**config.mk**
```make
export PLATFORM = sky130hd
export DESIGN_NAME = camera_follow
export DESIGN_NICKNAME = d
export VERILOG_FILES = /design/src/rtl/camera_follow.sv
export SDC_FILE = /design/constraint.sdc
export NUM_CORES = 1
export LEC_CHECK = 0
export ABC_AREA = 0
export CAP_MARGIN = 10
export CORE_UTILIZATION = 55
export CTS_BUF_LIST = sky130_fd_sc_hd__clkbuf_4 sky130_fd_sc_hd__clkbuf_8
export DETAILED_ROUTE_END_ITERATION = 6
export DONT_BUFFER_PORTS = 1
export PLACE_DENSITY = 0.72
export SYNTH_ARGS = -nofsm -noshare
export SYNTH_HDL_FRONTEND = slang
export SYNTH_SLANG_ARGS = --single-unit
```
**constraint.sdc**
```tcl
create_clock -name clk_in -period 24.6 [get_ports clk_in]
set_input_delay 4.92 -clock clk_in [delete_from_list [all_inputs] [get_ports clk_in]]
set_output_delay 4.92 -clock clk_in [all_outputs]
set_load 0.02 [all_outputs]
```
**src/rtl/camera_follow.sv**
```systemverilog
// camera_follow: once per frame, eases the viewport origin toward the car with a deadzone and clamps it to the world.
// Ports:
//   clk_in, rst_in              clock and asynchronous active-low reset
//   nf_in                       new-frame pulse; starts an update when idle
//   target_x_in, target_y_in    car centre in unsigned world coordinates
//   snap_in, freeze_in          jump to target / hold camera (sampled at capture)
//   camera_x_out, camera_y_out  committed viewport origin
//   valid_out                   one-cycle pulse when both axes commit together
//   busy_out                    high while an update is in progress
module camera_follow #(
    parameter int WORLD_W  = 4096,
    parameter int WORLD_H  = 4096,
    parameter int SCREEN_W = 1280,
    parameter int SCREEN_H = 720,
    parameter int DEADZONE = 64,
    parameter int SHIFT    = 3
) (
    input  logic        clk_in,
    input  logic        rst_in,
    input  logic        nf_in,
    input  logic [31:0] target_x_in,
    input  logic [31:0] target_y_in,
    input  logic        snap_in,
    input  logic        freeze_in,
    output logic [31:0] camera_x_out,
    output logic [31:0] camera_y_out,
    output logic        valid_out,
    output logic        busy_out
);
    typedef enum logic [2:0] {IDLE, CAPTURE, AXIS_X, AXIS_Y, COMMIT} state_t;

    localparam logic signed [33:0] HALF_W = 34'(SCREEN_W / 2);
    localparam logic signed [33:0] HALF_H = 34'(SCREEN_H / 2);
    localparam logic signed [33:0] MAX_X  = 34'(WORLD_W - SCREEN_W);
    localparam logic signed [33:0] MAX_Y  = 34'(WORLD_H - SCREEN_H);
    localparam logic signed [33:0] DZ     = 34'(DEADZONE);

    state_t            state_q, state_d;
    logic [31:0]       tx_q, ty_q, hold_x_q, hold_y_q, cam_x_q, cam_y_q;
    logic              snap_q, valid_q;
    logic              sel_y;
    logic signed [33:0] tgt, cam, half, max_v, des, err, mag, exc, stp, nxt, clamped;

    // One datapath shared by both axes; the state picks which axis feeds it.
    always_comb begin
        sel_y   = state_q == AXIS_Y;
        tgt     = signed'({2'b00, sel_y ? ty_q : tx_q});
        cam     = signed'({2'b00, sel_y ? cam_y_q : cam_x_q});
        half    = sel_y ? HALF_H : HALF_W;
        max_v   = sel_y ? MAX_Y : MAX_X;
        des     = tgt - half;
        err     = des - cam;
        mag     = err[33] ? -err : err;
        // Easing works on the magnitude so both directions step identically;
        // a non-zero step is forced once outside the deadzone.
        exc     = (mag - DZ) >>> SHIFT;
        stp     = (exc == '0) ? 34'sd1 : exc;
        nxt     = snap_q ? des : (mag <= DZ) ? cam : err[33] ? cam - stp : cam + stp;
        clamped = nxt[33] ? '0 : (nxt > max_v) ? max_v : nxt;
    end

    always_ff @(posedge clk_in or negedge rst_in) begin
        if (!rst_in) state_q <= IDLE;
        else         state_q <= state_d;
    end

    always_comb begin
        state_d = state_q;
        unique case (state_q)
            IDLE:    state_d = nf_in ? CAPTURE : IDLE;
            CAPTURE: state_d = freeze_in ? COMMIT : AXIS_X;
            AXIS_X:  state_d = AXIS_Y;
            AXIS_Y:  state_d = COMMIT;
            COMMIT:  state_d = IDLE;
            default: state_d = IDLE;
        endcase
    end

    always_ff @(posedge clk_in or negedge rst_in) begin
        if (!rst_in) begin
            tx_q     <= '0;
            ty_q     <= '0;
            snap_q   <= 1'b0;
            hold_x_q <= '0;
            hold_y_q <= '0;
            cam_x_q  <= '0;
            cam_y_q  <= '0;
            valid_q  <= 1'b0;
        end else begin
            valid_q <= state_q == COMMIT;
            if (state_q == CAPTURE) begin
                tx_q   <= target_x_in;
                ty_q   <= target_y_in;
                snap_q <= snap_in;
                // A frozen update commits the current position unchanged.
                if (freeze_in) begin
                    hold_x_q <= cam_x_q;
                    hold_y_q <= cam_y_q;
                end
            end
            if (state_q == AXIS_X) hold_x_q <= clamped[31:0];
            if (state_q == AXIS_Y) hold_y_q <= clamped[31:0];
            if (state_q == COMMIT) begin
                cam_x_q <= hold_x_q;
                cam_y_q <= hold_y_q;
            end
        end
    end

    always_comb begin
        camera_x_out = cam_x_q;
        camera_y_out = cam_y_q;
        valid_out    = valid_q;
        busy_out     = state_q != IDLE;
    end
endmodule
```
==> results.tsv, run 1 <==
stage	metric	value	unit
status	status	finished, final reports clean	
clocking	CTS Hold Bufs	0	
synth	Most used DFF post-synth	dfrtp_1	
placed_design	port bufs	0	
routing	final antenna-violating net count	0	
cells_and_area	filler cell count	2730	
global_route	antenna violations before repair	10	
synth	post-synthesis mux area share	12.3	%
clocking	CTS tree	done	
setup_path	flop-to-flop setup slack	8.91	ns
cells_and_area	most frequent cells in the layout	nand2_1, dfrtp_1, mux2_2	
clocking	Post-CTS Setup Inserts	0	
setup_path	endpoint type of the worst setup path	register	
synth	leading area contributor after synthesis	dfrtp_1	
synth	Synth area leaders	dfrtp_1, mux2_2, ha_1	
setup_path	FF-to-FF Start	state_q[2]	
setup_path	CP max stage delay	0.63	ns
synth	post-synth top area share	28.9	%
synth	Post-Synth XOR/XNOR Area	8.86	%
setup_path	CP max FO	55	
cells_and_area	Layout area overhead	3.81	%
hold_path	HP Start	hold_y_q[9]	
global_route	total congestion overflow	0	
synth	area of the mapped netlist	0.0171	mm²
cells_and_area	register area	0.00493	mm²
clocking	Sink Count	197	
floorplanning	Core Area	0.0306	mm²
routing	DRT iter0 DRCs	1231	
synth	post-synthesis cell type count	121	
synth	Seq/Total Area, Yosys	28.9	%
synth	Synth Area in Compound Gates	19.3	%
setup_path	CP max-delay cell	nor4_2	
synth	Post-synth EDFFs	0	
placed_design	GPL Wtd Cong	0.947	
sta	Max Slew Vio Count	0	
placed_design	DP Wirelength	39.3	mm
synth	syn_area_per_cell	8.70	µm²
setup_path	most frequent CP cell	o21ai_0	
setup_path	Arr. time, crit path	16.05	ns
synth	adder-cell area share of the yosys netlist	5.28	%
global_route	largest net degree at the start of global routing	198	
sta	crit share post-route	63.8	%
routing	average vias per placed instance	6.49	
sta	final setup TNS	0	ns
floorplanning	# rows	64	
setup_path	Critical Path Start	state_q[2]	
synth	simple-gate share of the synthesized area	21.4	%
synth	main combinational cell family by area after synthesis	simple AND/OR/NAND/NOR gates	
global_route	number of global-route vias before repair	14135	
sta	worst hold margin	0.503	ns
routing	WL/cell	22.2	µm
floorplanning	die width	178	µm
clocking	clk slew on worst S/H paths	0.11	ns
sta	final setup vio count	0	
clocking	Longest Clk Path Bufs	2	
setup_path	critical path endpoint	hold_x_q[6]	
sta	final hold violation count	0	
synth	post-synthesis sequential element count	197	
cells_and_area	final net count	2042	
setup_path	Worst R2R End	hold_x_q[6]	
global_route	first-pass GRT wire length	79.6	mm
routing	Post-Route WL	51.5	mm
job	MaxCap Viol Count	0	
clocking	CTS Buf Count	17	
sta	RSZ-0062 raised after global routing	no	
routing	DRC Markers	0	
setup_path	Crit Path Class	reg2reg	
sta	clk_skew	0.0227	ns
setup_path	CP required	24.96	ns
hold_path	Min-Delay Path Class	reg2reg	
clocking	Root Driver	clkbuf_8	
synth	Async S/R FF share, synth	100	%
placed_design	placed instance area	0.0173	mm²
synth	Synth Instances	1962	
floorplanning	die height	178	µm
floorplanning	die area	0.0317	mm²
cells_and_area	ratio of cells with drive above 1 in the final layout	14.1	%
routing	via count	15027	
cells_and_area	Design Area, Final	0.0177	mm²
clocking	PostCTS Resize Cnt	0	
sta	worst slew margin relative to its limit	21.9	%
sta	post-route minimum period	15.69	ns
clocking	htree depth	4	
routing	first drt pass iteration count	6	
cells_and_area	area of the multi-input gates	0.0115	mm²
synth	post-synthesis net count	2101	
synth	YS warnings	0	
floorplanning	Ports	135	
setup_path	worst reg2reg path depth	62	
setup_path	Setup crit start kind	register	
global_route	GRT Util Overall	32.6	%
cells_and_area	commonest non-fill, non-tap cell in the layout	nand2_1	
floorplanning	initial core utilization	55.8	%
sta	worst slew pin tran	1.17	ns
sta	fmax	63.7	MHz
clocking	clock latency on the worst-skew pair	0.50	ns
[cell type report]
class                           count  area share (%)
Multi-Input combinational cell   1597            64.8
Sequential cell                   197            27.8
Tap cell                          396            2.80
Inverter                           79            1.70
Clock buffer                       18            1.40
Clock inverter                     14           0.925
Timing Repair Buffer               11           0.466
Antenna cell                        3          0.0424
[per-stage QoR]
step / worst slack [ns] / util, % / cells
after global placement: 9.84 / 56.5 / 2280
after floorplan: 10.08 / - / 1962
after global routing: 7.26 / 57.9 / 2313
final: 8.91 / 57.9 / 2315
after CTS: 9.21 / 57.9 / 2312
after detailed placement: 9.32 / 56.5 / 2280
[cells in the mapped netlist (11+ instances only)]
| cell | number |
|---|---|
| or3_1 | 16 |
| xor2_1 | 64 |
| mux2_2 | 137 |
| a211oi_1 | 13 |
| mux2i_1 | 52 |
| a21oi_1 | 113 |
| dfrtp_1 | 197 |
| nand3_1 | 91 |
| buf_2 | 13 |
| a21o_1 | 33 |
| o211ai_1 | 11 |
| nor3b_1 | 12 |
| nor3_1 | 51 |
| o31ai_1 | 18 |
| and2_1 | 14 |
| and3_1 | 32 |
| nor2b_1 | 12 |
| o21bai_1 | 11 |
| buf_1 | 23 |
| o21a_1 | 12 |
| nand4_1 | 24 |
| o41ai_1 | 11 |
| inv_1 | 77 |
| o21ai_1 | 14 |
| nand2b_1 | 18 |
| nor4_1 | 19 |
| nand2_1 | 225 |
| a31oi_1 | 25 |
| ha_1 | 68 |
| o21ai_0 | 68 |
| clkbuf_1 | 48 |
| xnor2_1 | 94 |
| nor2_1 | 125 |
[state kept, by name (all words and copies together), names as in the netlist]
name and flops:
camera_x_out 32, camera_y_out 32, hold_x_q 32, hold_y_q 32
tx_q 32, ty_q 32, state_q 3, snap_q 1
valid_out 1
[metal layers]
metal | track usage (%) | up-vias | share of wire, %
li1 | - | 7092 | -
met1 | 46.4 | 7223 | 45
met2 | 48.0 | 606 | 43
met3 | 8.65 | 94 | 9.0
met4 | 9.54 | 12 | 2.6
met5 | 0 | - | 0.16
[how the worst min path moves through the flow]
stage,end,slack (ns),cells past startpoint
floorplan,hold_y_q[20],0.46,2
detailed placement,hold_x_q[23],0.48,2
finish,camera_y_out[9],0.50,1
CTS,hold_x_q[23],0.50,2
global route,camera_y_out[9],0.51,1
global placement,hold_x_q[30],0.47,2
[cells by family (layout without fill, tap and decap cells)]
logic type	Yosys count	in the layout
and+or+nand+nor	712	712
AOI/OAI and AO/OA	457	457
xor gates and xnor gates	165	165
DFF	197	197
buffers and inverters	168	122
other	0	3
muxes	192	192
adders and majority gates	71	71
[critical path: cells and delay by family, from the launching register on]
kind	cells	cell delay [ns]
XOR/XNOR	3	0.58
flip-flops	1	0.43
AND/OR/NAND/NOR	22	5.12
buffers and inverters	7	1.60
AO/OA/AOI/OAI	24	5.83
adder cells (fa/ha/maj)	5	1.71
multiplexers	1	0.20
Power of run 1 is left out: the tool's default activity adds up to more than one toggle a clock period on the data nets, which glitch-free logic cannot reach.
==> run 2: changes to the inputs <==
Settings changed: PLACE_DENSITY 0.72 to 0.75.
Clock period 24.6 ns to 14.35 ns, I/O delays scaled along.
==> run 2 against run 1 <==
Compared with the run above: critical path depth unchanged; highest routed layer unchanged; sequential cell count unchanged; sequential share of layout area down 0.42 points; critical path type unchanged; count of clock-buffer cells in the layout down 1; clock skew up 0.0073 ns.
==> results.tsv, run 2 (synthesis results as in run 1) <==
stage	metric	value	unit	change
status	status	finished, final reports clean		
global_route	largest net degree at the start of global routing	198		unchanged
placed_design	DP Wirelength	39.7	mm	+1.2%
setup_path	FF-to-FF Start	state_q[1]		
sta	final hold violation count	0		unchanged
clocking	CTS tree	done		
sta	worst slew margin relative to its limit	20.9	%	-1.0 points
hold_path	Hold Crit Endpoint	camera_y_out[1]		
floorplanning	initial core utilization	55.8	%	unchanged
clocking	Sink Count	197		unchanged
routing	average vias per placed instance	6.63		+2.1%
cells_and_area	most frequent cells in the layout	nand2_1, dfrtp_1, mux2_2		
floorplanning	die height	178	µm	unchanged
sta	final setup vio count	0		unchanged
setup_path	worst reg2reg path depth	62		unchanged
global_route	first-pass GRT wire length	80.9	mm	+1.6%
routing	final antenna-violating net count	0		unchanged
sta	worst hold margin	0.498	ns	-0.00518 ns
job	MaxCap Viol Count	0		unchanged
cells_and_area	final net count	2066		+1.2%
clocking	clock latency on the worst-skew pair	0.50	ns	about the same
global_route	GRT Util Overall	32.9	%	+0.32 points
routing	first drt pass iteration count	6		unchanged
routing	Post-Route WL	51.9	mm	+0.92%
floorplanning	die area	0.0317	mm²	unchanged
clocking	Longest Clk Path Bufs	2		unchanged
clocking	clk slew on worst S/H paths	0.12	ns	about the same
routing	DRT iter0 DRCs	1439		+17%
sta	post-route minimum period	13.42	ns	-2.27 ns
setup_path	Arr. time, crit path	13.78	ns	-2.27 ns
sta	worst slew pin tran	1.18	ns	+0.0153 ns
routing	DRC Markers	0		unchanged
floorplanning	die width	178	µm	unchanged
cells_and_area	filler cell count	2713		-0.62%
global_route	antenna violations before repair	7		-3
setup_path	CP max stage delay	0.44	ns	-0.19 ns
sta	fmax	74.5	MHz	+17%
setup_path	CP required	14.70	ns	-10.26 ns
setup_path	endpoint type of the worst setup path	register		
hold_path	Hold Path Depth	1		unchanged
cells_and_area	ratio of cells with drive above 1 in the final layout	15.7	%	+1.6 points
clocking	CTS Buf Count	17		unchanged
hold_path	HP Start	hold_y_q[1]		
global_route	total congestion overflow	0		unchanged
setup_path	Setup crit start kind	register		
cells_and_area	Layout area overhead	5.39	%	
routing	via count	15500		+3.1%
cells_and_area	commonest non-fill, non-tap cell in the layout	nand2_1		
clocking	htree depth	4		unchanged
global_route	number of global-route vias before repair	14545		+2.9%
setup_path	most frequent CP cell	a21oi_1		
floorplanning	Core Area	0.0306	mm²	unchanged
setup_path	Crit Path Class	reg2reg		
sta	Max Slew Vio Count	0		unchanged
placed_design	port bufs	0		unchanged
sta	clk_skew	0.0301	ns	+0.00732 ns
floorplanning	Ports	135		unchanged
hold_path	Min-Delay Path Class	reg2reg		
setup_path	Worst R2R End	hold_x_q[10]		
routing	WL/cell	22.2	µm	-0.12%
clocking	Root Driver	clkbuf_8		
setup_path	Critical Path Start	state_q[1]		
setup_path	CP max FO	26		-53%
setup_path	flop-to-flop setup slack	0.93	ns	-7.98 ns
sta	crit share post-route	93.5	%	+30 points
placed_design	GPL Wtd Cong	0.962		+1.6%
setup_path	CP max-delay cell	dfrtp_1		
floorplanning	# rows	64		unchanged
==> run 2: cell types whose count changed in the layout (fill, tap and decap cells not counted), sizes merged <==
cell	change
clkbuf	-1
bufinv	+1
inv	+2
clkinv	-1
buf	+24
clkinvlp	-1
==> run 2: worst max-delay path by stage <==
stage	to	slack [ns]	cells past startpoint
detailed placement	hold_x_q[6]	0.51	60
global route	hold_x_q[10]	-0.02	61
global placement	hold_x_q[5]	0.55	58
finish	hold_x_q[10]	0.93	62
CTS	hold_x_q[10]	0.41	60
floorplan	hold_y_q[0]	0.09	74
==> run 2: cell type report <==
type / count / area [µm²] / area share (%)
Clock buffer: 17 / 234 / 1.30
Multi-Input combinational cell: 1597 / 11600 / 64.2
Clock inverter: 15 / 186 / 1.04
Timing Repair Buffer: 35 / 275 / 1.53
Tap cell: 396 / 495 / 2.76
Antenna cell: 3 / 7.51 / 0.0418
Inverter: 79 / 302 / 1.68
Sequential cell: 197 / 4930 / 27.4
==> run 2: through the flow <==
step	setup WS (ns)	TNS [ns]	utilization (%)	area, µm²	std cells
2_1_floorplan	0.0945	0	-	17100	1962
3_3_place_gp	0.551	0	57.0	17400	2299
3_5_place_dp	0.509	0	57.0	17400	2299
4_1_cts	0.407	0	58.4	17900	2331
5_1_grt	-0.0175	-0.0284	58.8	18000	2336
6_report	0.927	0	58.8	18000	2339
==> run 2: timing repair <==
action / CTS / global route
buffers inserted: 0 / 5
hold buffers: 0 / 0
hold endpoints to repair: 0 / 0
setup endpoints to repair: 0 / 24
resized for setup: 0 / 22
==> run 2: critical path, delay by kind of cell, from the launching register on <==
| family | cells | cell delay [ns] |
|---|---|---|
| compound gates | 25 | 5.02 |
| simple gates | 21 | 4.74 |
| fa+ha+maj | 4 | 1.31 |
| buf+inv | 8 | 1.04 |
| xor+xnor | 3 | 0.47 |
| flops | 1 | 0.44 |
| mux | 1 | 0.23 |
==> run 2: layer usage <==
layer	vias up	track usage (%)	share of wire, %
li1	7130	-	-
met1	7539	46.4	44
met2	707	49.9	44
met3	118	7.84	9.0
met4	6	9.26	2.5
met5	-	0	0.079
Power of run 2 is left out for the same reason.
==> edit: new RTL, flow settings as in run 2 <==
Register the inputs `nf_in`, `target_x_in`, `target_y_in`, `snap_in` and `freeze_in` before use, without a reset. The logic sees them one clock later.
--- a/src/rtl/camera_follow.sv
+++ b/src/rtl/camera_follow.sv
@@ -35,6 +35,20 @@
     localparam logic signed [33:0] MAX_Y  = 34'(WORLD_H - SCREEN_H);
     localparam logic signed [33:0] DZ     = 34'(DEADZONE);
 
+    logic nf_q;
+    logic [31:0] target_x_q;
+    logic [31:0] target_y_q;
+    logic snap_r;
+    logic freeze_q;
+
+    always_ff @(posedge clk_in) begin
+        nf_q       <= nf_in;
+        target_x_q <= target_x_in;
+        target_y_q <= target_y_in;
+        snap_r     <= snap_in;
+        freeze_q   <= freeze_in;
+    end
+
     state_t            state_q, state_d;
     logic [31:0]       tx_q, ty_q, hold_x_q, hold_y_q, cam_x_q, cam_y_q;
     logic              snap_q, valid_q;
@@ -67,8 +81,8 @@
     always_comb begin
         state_d = state_q;
         unique case (state_q)
-            IDLE:    state_d = nf_in ? CAPTURE : IDLE;
-            CAPTURE: state_d = freeze_in ? COMMIT : AXIS_X;
+            IDLE:    state_d = nf_q ? CAPTURE : IDLE;
+            CAPTURE: state_d = freeze_q ? COMMIT : AXIS_X;
             AXIS_X:  state_d = AXIS_Y;
             AXIS_Y:  state_d = COMMIT;
             COMMIT:  state_d = IDLE;
@@ -89,11 +103,11 @@
         end else begin
             valid_q <= state_q == COMMIT;
             if (state_q == CAPTURE) begin
-                tx_q   <= target_x_in;
-                ty_q   <= target_y_in;
-                snap_q <= snap_in;
+                tx_q   <= target_x_q;
+                ty_q   <= target_y_q;
+                snap_q <= snap_r;
                 // A frozen update commits the current position unchanged.
-                if (freeze_in) begin
+                if (freeze_q) begin
                     hold_x_q <= cam_x_q;
                     hold_y_q <= cam_y_q;
                 end
Function: changed (a bounded check fails within 4 cycles, from zero or initial values and one cycle with rst_in low).
==> edit against run 2 <==
  * Critical path depth is 14 lower
  * Setup slack got worse by 0.25 ns
  * Global-route usage rose by 0.49 points
  * Sequential cell count increased by 67
  * Count of clock-buffer cells in the layout increased by 51
  * Routed wire length up 15%
  * Cell area grew 16%
  * Non-clock buffer count rose by 20
  * Synthesized area up 11%
  * Fmax shrank 1.8%
Power is not shown: default switching activity piles up to over one toggle a cycle in this logic, so the estimate is an artifact.
==> edit: results (changes against run 2) <==
- Status: completed (unchanged)
- Mapped Nets: 2255 (was 2101)
- DR vias/cell: 6.542 (was 6.627)
- Hold bufs inserted after CTS: 0 (unchanged)
- RD Place Congestion: 1.004 (was 0.9619)
- GR Util met1: 0.4569 (was 0.4642)
- Placement-stage cell area: 0.01964 mm² (was 0.01745 mm²)
- M3 GR Usage: 0.06270 (was 0.07843)
- Xor/xnor share of the synthesized area: 0.07260 (was 0.08859)
- Synth Area in Compound Gates: 0.2118 (was 0.1927)
- Sequential share of the synthesized area: 0.3302 (was 0.2889)
- DRT met1 WL: 25580 µm (was 23070 µm)
- Number of global-route vias before repair: 16260 (was 14550)
- WL/cell: 22.95 µm (was 22.20 µm)
- FFs w/ async S/R, synth: 0.7462 (was 1.000)
- Worst setup margin: 0.6776 ns (was 0.9266 ns)
- DRT Wirelength: 59870 µm (was 51930 µm)
- Initial antenna violation count: 3 (was 7)
- Data arrival, critical path: 14.11 ns (was 13.78 ns)
- Max_slew headroom: 0.2179 (was 0.2087)
- CTS Root Cell: clkbuf_8 (unchanged)
- Synth area leaders: dfrtp_1, mux2_2, dfxtp_1 (was dfrtp_1, mux2_2, ha_1)
- Cts repair resizes: 2 (was 0)
- Reg2Reg Capture Point: hold_y_q[10] (was hold_x_q[10])
- Post-Synth Adder-Cell Area: 0.04822 (was 0.05280)
- Post-CTS setup buffer count: 0 (unchanged)
- DP Worst Slack: 0.02191 ns (was 0.5090 ns)
- CP Max Fanout: 13 (was 26)
- First-pass detailed-route iteration total: 6 (unchanged)
- Clock transition at path regs: 0.06 ns (was 0.12 ns)
- Met2 routed WL: 27140 µm (was 22840 µm)
- Share of cells above drive strength 1: 0.1662 (was 0.1567)
- Buffers on Ports: 0 (unchanged)
- Post-synthesis cell type count: 108 (was 121)
- Commonest cells in the netlist: dfrtp_1, nand2_1, nor2_1 (was nand2_1, dfrtp_1, mux2_2)
- Max incr delay on CP: 0.69 ns (was 0.44 ns)
- Setup violators final: 0 (unchanged)
- Dpl hpwl: 45430 µm (was 39730 µm)
- First-pass GRT wire length: 92720 µm (was 80910 µm)
- Maximum number of pins on one net before global-route repair: 198 (unchanged)
- Syn_area_per_cell: 8.984 µm² (was 8.696 µm²)
- R2R depth: 48 (was 62)
- Clock buffer count from CTS: 42 (was 17)
- HP Class: reg2reg (unchanged)
- Inst Count DP: 2525 (was 2299)
- Crit-path leading delay family: compound AO/OA/AOI/OAI gates (unchanged)
- CTS HTree Levels: 2 (was 4)
- Post-synthesis mux area share: 0.1153 (was 0.1234)
- Post-route ant nets: 0 (unchanged)
- Clock Latency Late Sink: 0.57 ns (was 0.50 ns)
- Yosys warnings: 0 (unchanged)
- Worst setup endpoint: hold_y_q[10] (was hold_x_q[10])
- Crit-path slowest cell: xnor2_1 (was dfrtp_1)
- DR WL met3: 4837 µm (was 4664 µm)
- Global-route usage over all layers: 0.3337 (was 0.3289)
- Setup Skew: 0.02218 ns (was 0.03006 ns)
- Final Hold Viols: 0 (unchanged)
- Met2 Usage GRT: 0.5251 (was 0.4987)
- 1st-iter DRT viols: 1644 (was 1439)
- Clk buf depth: 3 (was 2)
[edit: changes by cell type after synthesis, sizes merged, moves of 12 or more]
cell and delta:
a22o +23, and2 +12, clkbuf +16, nor3 +12, o21a +19, xor2 -21, nand3 -20, nand2 -31
o211ai +12, buf -18, o21ai +31, dfxtp +67
[edit: layout make-up]
class | instances | area [µm²]
timing repair buffer | 55 | 412.9
antenna | 1 | 2.502
clock inverter | 10 | 90.09
fill | 2882 | 13010
clock buffer | 68 | 879.6
inverter | 79 | 299.0
tap | 448 | 560.5
multi-input combinational | 1684 | 12250
sequential | 264 | 6272
[edit: worst min-delay path by stage]
stage	start	to	slack, ns	cells past startpoint
after floorplan	snap_r	snap_q	0.41	2
after global placement	target_x_q[8]	tx_q[8]	0.44	1
after detailed placement	target_x_q[4]	tx_q[4]	0.45	1
after CTS	target_y_q[6]	ty_q[6]	0.46	1
after global routing	target_x_q[18]	tx_q[18]	0.47	1
final	target_y_q[6]	ty_q[6]	0.46	1
